`src/rtl/video_fetch_timing_if.sv`:
```
// Framebuffer word-fetch port: the timing block requests 32-bit words by address,
// and the memory side answers with ack plus data.
interface video_fetch_timing_if;
   logic        fetch_req;
   logic [23:0] fetch_addr;
   logic        fetch_ack;
   logic [31:0] fetch_data;

   modport master (output fetch_req, output fetch_addr, input fetch_ack, input fetch_data);
   modport slave  (input fetch_req, input fetch_addr, output fetch_ack, output fetch_data);
endinterface

```
`src/rtl/video_fetch_timing.sv`:
```
// Raster timing generator plus 1 bpp framebuffer streamer for a vga2dvid front end.
// One shifting word and one prefetched hold word; all video outputs registered.
module video_fetch_timing #(
   parameter int          C_resolution_x      = 1024,
   parameter int          C_hsync_front_porch = 16,
   parameter int          C_hsync_pulse       = 96,
   parameter int          C_hsync_back_porch  = 44,
   parameter int          C_resolution_y      = 768,
   parameter int          C_vsync_front_porch = 10,
   parameter int          C_vsync_pulse       = 2,
   parameter int          C_vsync_back_porch  = 31,
   parameter int          C_bits_x            = 11,
   parameter int          C_bits_y            = 11,
   parameter logic [23:0] C_base_addr         = 24'h039FC0
) (
   input  logic                 i_clk_pixel,
   input  logic                 i_rstn,
   video_fetch_timing_if.master fetch,
   output logic [1:0]           o_vga_r,
   output logic [1:0]           o_vga_g,
   output logic [1:0]           o_vga_b,
   output logic                 o_vga_hsync,
   output logic                 o_vga_vsync,
   output logic                 o_vga_blank,
   output logic                 o_underrun,
   output logic                 o_frame_start
);

   localparam int L_HT    = C_resolution_x + C_hsync_front_porch + C_hsync_pulse + C_hsync_back_porch;
   localparam int L_VT    = C_resolution_y + C_vsync_front_porch + C_vsync_pulse + C_vsync_back_porch;
   localparam int L_WORDS = C_resolution_x * C_resolution_y / 32;
   localparam int L_CW    = $clog2(L_WORDS + 1);

   localparam logic [C_bits_x-1:0] L_X_LAST = C_bits_x'(L_HT - 1);
   localparam logic [C_bits_x-1:0] L_X_ACT  = C_bits_x'(C_resolution_x);
   localparam logic [C_bits_x-1:0] L_HS_ON  = C_bits_x'(C_resolution_x + C_hsync_front_porch);
   localparam logic [C_bits_x-1:0] L_HS_OFF = C_bits_x'(C_resolution_x + C_hsync_front_porch + C_hsync_pulse);
   localparam logic [C_bits_y-1:0] L_Y_LAST = C_bits_y'(L_VT - 1);
   localparam logic [C_bits_y-1:0] L_Y_ACT  = C_bits_y'(C_resolution_y);
   localparam logic [C_bits_y-1:0] L_VS_ON  = C_bits_y'(C_resolution_y + C_vsync_front_porch);
   localparam logic [C_bits_y-1:0] L_VS_OFF = C_bits_y'(C_resolution_y + C_vsync_front_porch + C_vsync_pulse);
   localparam logic [L_CW-1:0]     L_WORDS_C = L_CW'(L_WORDS);

   logic [C_bits_x-1:0] r_x;
   logic [C_bits_y-1:0] r_y;
   logic                r_req;
   logic [23:0]         r_addr;
   logic [L_CW-1:0]     r_count;
   logic [31:0]         r_hold;
   logic                r_hold_valid;
   logic [31:0]         r_shift;
   logic                r_discard;
   logic [1:0]          r_rgb;
   logic                r_hsync;
   logic                r_vsync;
   logic                r_blank;
   logic                r_underrun;
   logic                r_frame_start;

   logic        w_active;
   logic        w_slot;
   logic        w_restart;
   logic        w_xfer;
   logic [31:0] w_word;
   logic        w_pixel;

   assign w_active  = (r_x < L_X_ACT) && (r_y < L_Y_ACT);
   assign w_slot    = w_active && (r_x[4:0] == 5'd0);
   assign w_restart = (r_x == '0) && (r_y == L_Y_ACT);
   assign w_xfer    = r_req && fetch.fetch_ack;
   // An empty hold at a word boundary yields a blank 32-pixel slot rather than a refetch.
   assign w_word    = r_hold_valid ? r_hold : 32'd0;
   assign w_pixel   = w_slot ? w_word[0] : r_shift[0];

   always_ff @(posedge i_clk_pixel or negedge i_rstn) begin
      if (!i_rstn) begin
         r_x <= '0;
         r_y <= '0;
      end else if (r_x == L_X_LAST) begin
         r_x <= '0;
         r_y <= (r_y == L_Y_LAST) ? '0 : r_y + 1'b1;
      end else begin
         r_x <= r_x + 1'b1;
      end
   end

   always_ff @(posedge i_clk_pixel or negedge i_rstn) begin
      if (!i_rstn) begin
         r_req        <= 1'b0;
         r_addr       <= C_base_addr;
         r_count      <= '0;
         r_hold       <= '0;
         r_hold_valid <= 1'b0;
         r_shift      <= '0;
         r_discard    <= 1'b0;
      end else begin
         if (r_req) begin
            if (fetch.fetch_ack) r_req <= 1'b0;
         end else if (!r_hold_valid && (r_count < L_WORDS_C)) begin
            r_req <= 1'b1;
         end

         if (w_slot)        r_shift <= w_word >> 1;
         else if (w_active) r_shift <= r_shift >> 1;

         // A request still in flight at frame restart belongs to the old frame: drop its data.
         if (w_restart) begin
            r_addr       <= C_base_addr;
            r_count      <= '0;
            r_hold_valid <= 1'b0;
            r_discard    <= r_req && !fetch.fetch_ack;
         end else begin
            if (w_xfer && !r_discard) begin
               r_hold       <= fetch.fetch_data;
               r_hold_valid <= 1'b1;
               r_addr       <= r_addr + 24'd1;
               r_count      <= r_count + 1'b1;
            end else if (w_slot) begin
               r_hold_valid <= 1'b0;
            end
            if (w_xfer) r_discard <= 1'b0;
         end
      end
   end

   always_ff @(posedge i_clk_pixel or negedge i_rstn) begin
      if (!i_rstn) begin
         r_rgb         <= 2'b00;
         r_hsync       <= 1'b0;
         r_vsync       <= 1'b0;
         r_blank       <= 1'b1;
         r_underrun    <= 1'b0;
         r_frame_start <= 1'b0;
      end else begin
         r_rgb         <= (w_active && w_pixel) ? 2'b11 : 2'b00;
         r_hsync       <= (r_x >= L_HS_ON) && (r_x < L_HS_OFF);
         r_vsync       <= (r_y >= L_VS_ON) && (r_y < L_VS_OFF);
         r_blank       <= !w_active;
         r_underrun    <= w_slot && !r_hold_valid;
         r_frame_start <= (r_x == '0) && (r_y == '0);
      end
   end

   assign fetch.fetch_req  = r_req;
   assign fetch.fetch_addr = r_addr;
   assign o_vga_r          = r_rgb;
   assign o_vga_g          = r_rgb;
   assign o_vga_b          = r_rgb;
   assign o_vga_hsync      = r_hsync;
   assign o_vga_vsync      = r_vsync;
   assign o_vga_blank      = r_blank;
   assign o_underrun       = r_underrun;
   assign o_frame_start    = r_frame_start;

endmodule
```
`src/flat_wrapper.sv`:
```
// flat-port wrapper written by rule: the top's interface ports become plain ports
module video_fetch_timing_flat 
#(
   parameter int          C_resolution_x      = 1024,
   parameter int          C_hsync_front_porch = 16,
   parameter int          C_hsync_pulse       = 96,
   parameter int          C_hsync_back_porch  = 44,
   parameter int          C_resolution_y      = 768,
   parameter int          C_vsync_front_porch = 10,
   parameter int          C_vsync_pulse       = 2,
   parameter int          C_vsync_back_porch  = 31,
   parameter int          C_bits_x            = 11,
   parameter int          C_bits_y            = 11,
   parameter logic [23:0] C_base_addr         = 24'h039FC0
)
  (i_clk_pixel, i_rstn, o_vga_r, o_vga_g, o_vga_b, o_vga_hsync, o_vga_vsync, o_vga_blank, o_underrun, o_frame_start, fetch_fetch_req, fetch_fetch_addr, fetch_fetch_ack, fetch_fetch_data);
  video_fetch_timing_if fetch_i ();
  input  logic i_clk_pixel;
  input  logic i_rstn;
  output logic [1:0] o_vga_r;
  output logic [1:0] o_vga_g;
  output logic [1:0] o_vga_b;
  output logic o_vga_hsync;
  output logic o_vga_vsync;
  output logic o_vga_blank;
  output logic o_underrun;
  output logic o_frame_start;
  output wire logic [$bits(fetch_i.fetch_req)-1:0] fetch_fetch_req;
  output wire logic [$bits(fetch_i.fetch_addr)-1:0] fetch_fetch_addr;
  input wire logic [$bits(fetch_i.fetch_ack)-1:0] fetch_fetch_ack;
  input wire logic [$bits(fetch_i.fetch_data)-1:0] fetch_fetch_data;
  assign fetch_fetch_req = fetch_i.fetch_req;
  assign fetch_fetch_addr = fetch_i.fetch_addr;
  assign fetch_i.fetch_ack = fetch_fetch_ack;
  assign fetch_i.fetch_data = fetch_fetch_data;
  video_fetch_timing #(.C_resolution_x(C_resolution_x), .C_hsync_front_porch(C_hsync_front_porch), .C_hsync_pulse(C_hsync_pulse), .C_hsync_back_porch(C_hsync_back_porch), .C_resolution_y(C_resolution_y), .C_vsync_front_porch(C_vsync_front_porch), .C_vsync_pulse(C_vsync_pulse), .C_vsync_back_porch(C_vsync_back_porch), .C_bits_x(C_bits_x), .C_bits_y(C_bits_y), .C_base_addr(C_base_addr)) u_core (.i_clk_pixel(i_clk_pixel), .i_rstn(i_rstn), .fetch(fetch_i), .o_vga_r(o_vga_r), .o_vga_g(o_vga_g), .o_vga_b(o_vga_b), .o_vga_hsync(o_vga_hsync), .o_vga_vsync(o_vga_vsync), .o_vga_blank(o_vga_blank), .o_underrun(o_underrun), .o_frame_start(o_frame_start));
endmodule
```
`config.mk`:
```
export PLATFORM = sky130hd
export DESIGN_NAME = video_fetch_timing_flat
export DESIGN_NICKNAME = d
export VERILOG_FILES = /design/src/rtl/video_fetch_timing_if.sv /design/src/rtl/video_fetch_timing.sv /design/src/flat_wrapper.sv
export SDC_FILE = /design/constraint.sdc
export NUM_CORES = 1
export LEC_CHECK = 0
export BUFFER_PORTS_ARGS = -buffer_cell sky130_fd_sc_hd__buf_2
export CORE_MARGIN = 2
export CORE_UTILIZATION = 30
export DETAILED_ROUTE_END_ITERATION = 12
export HOLD_SLACK_MARGIN = 0.15
export PLACE_DENSITY_LB_ADDON = 0.3
export SLEW_MARGIN = 0
export SYNTH_ARGS = -nofsm -noshare
export SYNTH_HDL_FRONTEND = slang
export SYNTH_SLANG_ARGS = --single-unit
```
`constraint.sdc`:
```
create_clock -name i_clk_pixel -period 2.56 [get_ports i_clk_pixel]
set_clock_uncertainty 0.1 [all_clocks]
set_input_delay 0.512 -clock i_clk_pixel [delete_from_list [all_inputs] [get_ports i_clk_pixel]]
set_output_delay 0.512 -clock i_clk_pixel [all_outputs]
set_load 0.02 [all_outputs]
```
* Yosys cells after proc, flatten, opt, wreduce, memory -nomap -nowiden *
Cells that the tools add are included.
W data, S select, Z words.

word-level totals
  logic and storage cells = 73
  register bits after elaboration = 135
  input port bits = 35

cells by class
  reduce and logical (&&, ||, !) cells = 24
  bitwise logic cells = 1
  $add $sub $neg = 4
  $lt $le $gt $ge = 7
  eq/ne operators = 3
  muxes and demuxes = 19

operators with widths
  kind                     number
  $mux W32                 3
  $mux W24                 2
  $mux W15                 2
  $add A24 B1 Y24 const B  1
  $add A11 B1 Y11 const B  2
  $eq A11 B10 Y1 const B   2
  $logic_not A11 Y1        2
  $lt A11 B10 Y1 const B   2
  $lt A11 B11 Y1 const B   2
  $mux W11                 2
  $add A15 B1 Y15 const B  1
  $lt A15 B15 Y1 const B   1
  $logic_and A1 B1 Y1      12
  $eq A11 B11 Y1 const B   1
  $ge A11 B10 Y1 const B   1
  $ge A11 B11 Y1 const B   1
  $mux W1                  9
  $reduce_bool A2 Y1       3
  $logic_not A5 Y1         1
  $logic_not A1 Y1         4
  $reduce_bool A3 Y1       1
  $mux W2                  1
  $reduce_and A2 Y1        1
  $not A1 Y1               1

* Depth between registers and ports, before layout *
  word-level depth = 6
  gate-level depth with buffers = 7
  gate-level depth less buffers = 6

* Worst setup path after synthesis *
Ideal clock, no wire load.

  path type = reg2reg
  start = reg u_core.r_x[0]
  end = reg u_core.r_hold[10]
  setup slack = 0.465 ns
  arrival = 1.870 ns
  cell stages (with the launch flop) = 8
  cells stage by stage = dfrtp_1 -> inv_1 -> ha_1 -> nor4b_4 -> nand2_1 -> o31ai_4 -> buf_6 -> mux2_2

between the ends
  longest elaborated chain between the ends = 4

RTL lines
  item                         RTL line                   text
  from (decl)                  video_fetch_timing.sv:44   logic [C_bits_x-1:0] r_x;
  from (signal assigned)       video_fetch_timing.sv:83   r_x <= r_x + 1'b1;
  $logic_not A11 Y1            video_fetch_timing.sv:69   assign w_restart = (r_x == '0) && (r_y == L_Y_ACT);
  $logic_and A1 B1 Y1          video_fetch_timing.sv:69
  $not A1 Y1 (no line)         n/a
  $reduce_and A2 Y1 (no line)  n/a
  to (signal assigned)         video_fetch_timing.sv:114  r_hold <= fetch.fetch_data;
  to (decl)                    video_fetch_timing.sv:49   logic [31:0] r_hold;

Every way passes these cells.
A chain may end at the register's enable or synchronous reset.

* Worst setup path in the final report *
  start = reg u_core.r_x[0]
  end = reg u_core.r_y[8]

between the ends
  longest elaborated chain between the ends = 1

RTL lines
  item                  RTL line                  text
  $eq A11 B11 Y1        video_fetch_timing.sv:79  end else if (r_x == L_X_LAST) begin
  to (signal assigned)  video_fetch_timing.sv:81  r_y <= (r_y == L_Y_LAST) ? '0 : r_y + 1'b1;
  to (decl)             video_fetch_timing.sv:45  logic [C_bits_y-1:0] r_y;

Every way passes these cells.

==> impl_metrics.env <==
export IMPL_outcome="complete, no violations"
export IMPL_post_cts_setup_buffers=0
export IMPL_critPathMaxFanout=11
export IMPL_synth_nets=659
export IMPL_num_antenna_cells=0
export IMPL_areaGrowthSynthToFinish_pct=20.6
export IMPL_arrival_ps=2420
export IMPL_cts_tree="done"
export IMPL_grt_pass1_vias=4563
export IMPL_min_to="u_core.r_hold[16]"
export IMPL_pwr_density_cell_nw_per_um2=868
export IMPL_drc_errors=0
export IMPL_ios=71
export IMPL_start_util_pct=30.8
export IMPL_synth_distinct_cells=49
export IMPL_yosysTopAreaCellShare_pct=48.5
export IMPL_die_w_um=149
export IMPL_grt_max_degree=48
export IMPL_crit_path_end_kind="flip-flop"
export IMPL_dp_hpwl_um=8980
export IMPL_core_area_um2=20400
export IMPL_cts_made_buffers=17
export IMPL_ys_seq_area_share_pct=53.1
export IMPL_rsz0062_at_grt="no"
export IMPL_synth_area_leaders="dfrtp_1 (49%), mux2_2 (5.5%), dfstp_2 (4.6%)"
export IMPL_finalSetupViolCount=0
export IMPL_syn_area_um2=6290
export IMPL_placementRows=52
export IMPL_rrSetupSlack_ps=380
export IMPL_synth_flop_cell="dfrtp_1"
export IMPL_drtIter0Drc=400
export IMPL_path_clk_slew_ps=60
export IMPL_die_y_um=149
export IMPL_grtUsageTotal_pct=12.9
export IMPL_synth_top_area_cell="dfrtp_1"
export IMPL_fin_setup_tns_ps=0
export IMPL_ys_seq_elements=133
export IMPL_drv_slew=0
export IMPL_fmax_ghz=0.458
export IMPL_port_buffers=70
export IMPL_postSynthAreaPerCell_um2=10.2
export IMPL_grt_overflow=0
export IMPL_htreeDepth=4
export IMPL_holdBufCountCts=1
export IMPL_cts_resized=0
export IMPL_clock_path_buffers=2
export IMPL_dieArea_um2=22100
export IMPL_whs_path_depth=2
export IMPL_synth_edff_count=0
export IMPL_preCtsSetupSlack_ps=397
export IMPL_grt_pass1_wl_um=22900
export IMPL_layout_nets=720
export IMPL_peakVddDrop_mv=0.358
export IMPL_slew_headroom_pct=56.4
export IMPL_synth_async_reset_ratio_pct=100
export IMPL_worstReg2RegStart="u_core.r_x[0]"
export IMPL_fin_crit_sh_pct=85.2
export IMPL_worstRegToRegCells=5
export IMPL_yosys_warnings=0
export IMPL_hold_violations=0
export IMPL_gp_congestion=0.782
export IMPL_path_class="flip-flop to flip-flop"
export IMPL_root_buffer="clkbuf_16"
export IMPL_final_antenna_net_count=0
export IMPL_cts_sinks=133
export IMPL_vias_per_cell=4.89
export IMPL_drt_pass1_iter_count=5
export IMPL_clock_latency_ps=420
export IMPL_vias=4702
export IMPL_drt_wl_total_um=13700
export IMPL_crit_required_ps=2790
export IMPL_r2r_end="u_core.r_y[8]"
export IMPL_hp_start="fetch_fetch_data[16]"
export IMPL_mostFrequentLayoutCell="dfrtp_1"
export IMPL_cap_viol_max_count=0
export IMPL_layout_drive_gt1_share_pct=24.2
export IMPL_final_cell_mix="dfrtp_1 (122), nand2_1 (72), buf_2 (69), nand3_1 (57), nor2_1 (56)"
export IMPL_setup_slack_ps=378
export IMPL_synthesis_instances=617
export IMPL_antenna_found_initial=0
export IMPL_worstHoldPathType="input pin to flip-flop"
export IMPL_startpoint_type="flip-flop"
export IMPL_min_period_ps=2180
export IMPL_wire_per_inst_um=14.3
export IMPL_leakage_nw=3.31
export IMPL_tightest_slew_ps=654
==> layer usage <==
metal	vias to the layer above	wire, µm	track usage, %
met3	18	420	3.27
met4	0	204	5.05
met1	2322	6560	17.2
li1	2305	-	-
met2	57	6550	20.3
met5	-	0	0
==> metrics by stage <==
step | area, µm² | hold WS [ps] | util (%) | instances | power, W
2_1_floorplan | 6290 | 116 | - | 617 | 0.00367
4_1_cts | 7590 | 198 | 37.1 | 961 | 0.00668
5_1_grt | 7590 | 204 | 37.1 | 961 | 0.00691
3_3_place_gp | 6930 | 379 | 33.9 | 928 | 0.00397
6_report | 7590 | 217 | 37.1 | 961 | 0.00658
3_5_place_dp | 6930 | 388 | 33.9 | 928 | 0.00400
==> worst max path at each step <==
stage	from	endpoint	slack [ps]	cells past startpoint
floorplan	u_core.r_x[0]	u_core.r_hold[10]	460	7
global placement	u_core.r_x[0]	u_core.r_y[8]	450	5
detailed placement	u_core.r_x[0]	u_core.r_y[8]	400	5
CTS	u_core.r_x[0]	u_core.r_y[8]	390	5
global route	u_core.r_x[7]	u_core.r_hold[22]	260	5
finish	u_core.r_x[0]	u_core.r_y[8]	380	5
==> kinds of logic (layout without fill, tap and decap cells) <==
family                   after synthesis  count (layout)  synth area share [%]
adder cells (fa/ha/maj)                7               7                  1.39
AND/OR/NAND/NOR                      275             275                  22.3
buffers and inverters                 55             129                  4.57
flip-flops                           133             133                  53.1
XOR/XNOR                              31              31                  4.31
AO/OA/AOI/OAI                         78              78                  7.62
multiplexers                          38              38                  6.68
==> cell type report <==
| cell class | instances | area, µm² |
|---|---|---|
| clock buffers | 19 | 443 |
| clock inverters | 13 | 199 |
| fillers | 2074 | 12800 |
| inverters | 11 | 41.3 |
| multi-input cells | 429 | 2680 |
| flip-flops and latches | 133 | 3340 |
| well taps | 270 | 338 |
| repair buffers | 86 | 542 |
==> state kept, by name, indices dropped and copies added (netlist names), 11 cells and up <==
name / flops
u_core.r_x: 11
u_core.r_count: 15
u_core.r_hold: 32
u_core.fetch.fetch_addr: 24
u_core.r_shift: 31
u_core.r_y: 11
==> report_power, final <==
group          internal (W)  total, W  switching, W
sequential          0.00258   0.00292      0.000336
combinational      0.000511   0.00103      0.000522
clock               0.00167   0.00264      0.000963
==> critical path, stage by stage, from the launching register on <==
cell	delay (ps)
dfrtp_1	420
ha_1	240
nand2_1	140
or4_4	670
or3_1	400
mux2i_1	140
==> Yosys cell counts (all sizes together), types with 6 or more instances <==
library cell  count
and3             10
ha                7
nand2            72
mux2             32
xnor2            13
nor3             10
or4               8
inv              11
nand4            17
a21oi            23
clkbuf           26
buf              18
nand3            57
dfrtp           122
or3              12
o31ai             8
o21ai            12
dfstp            11
nor2             56
mux2i             6
xor2             18
a31oi            31
and4              8
Power figures use the tool's default switching activity.
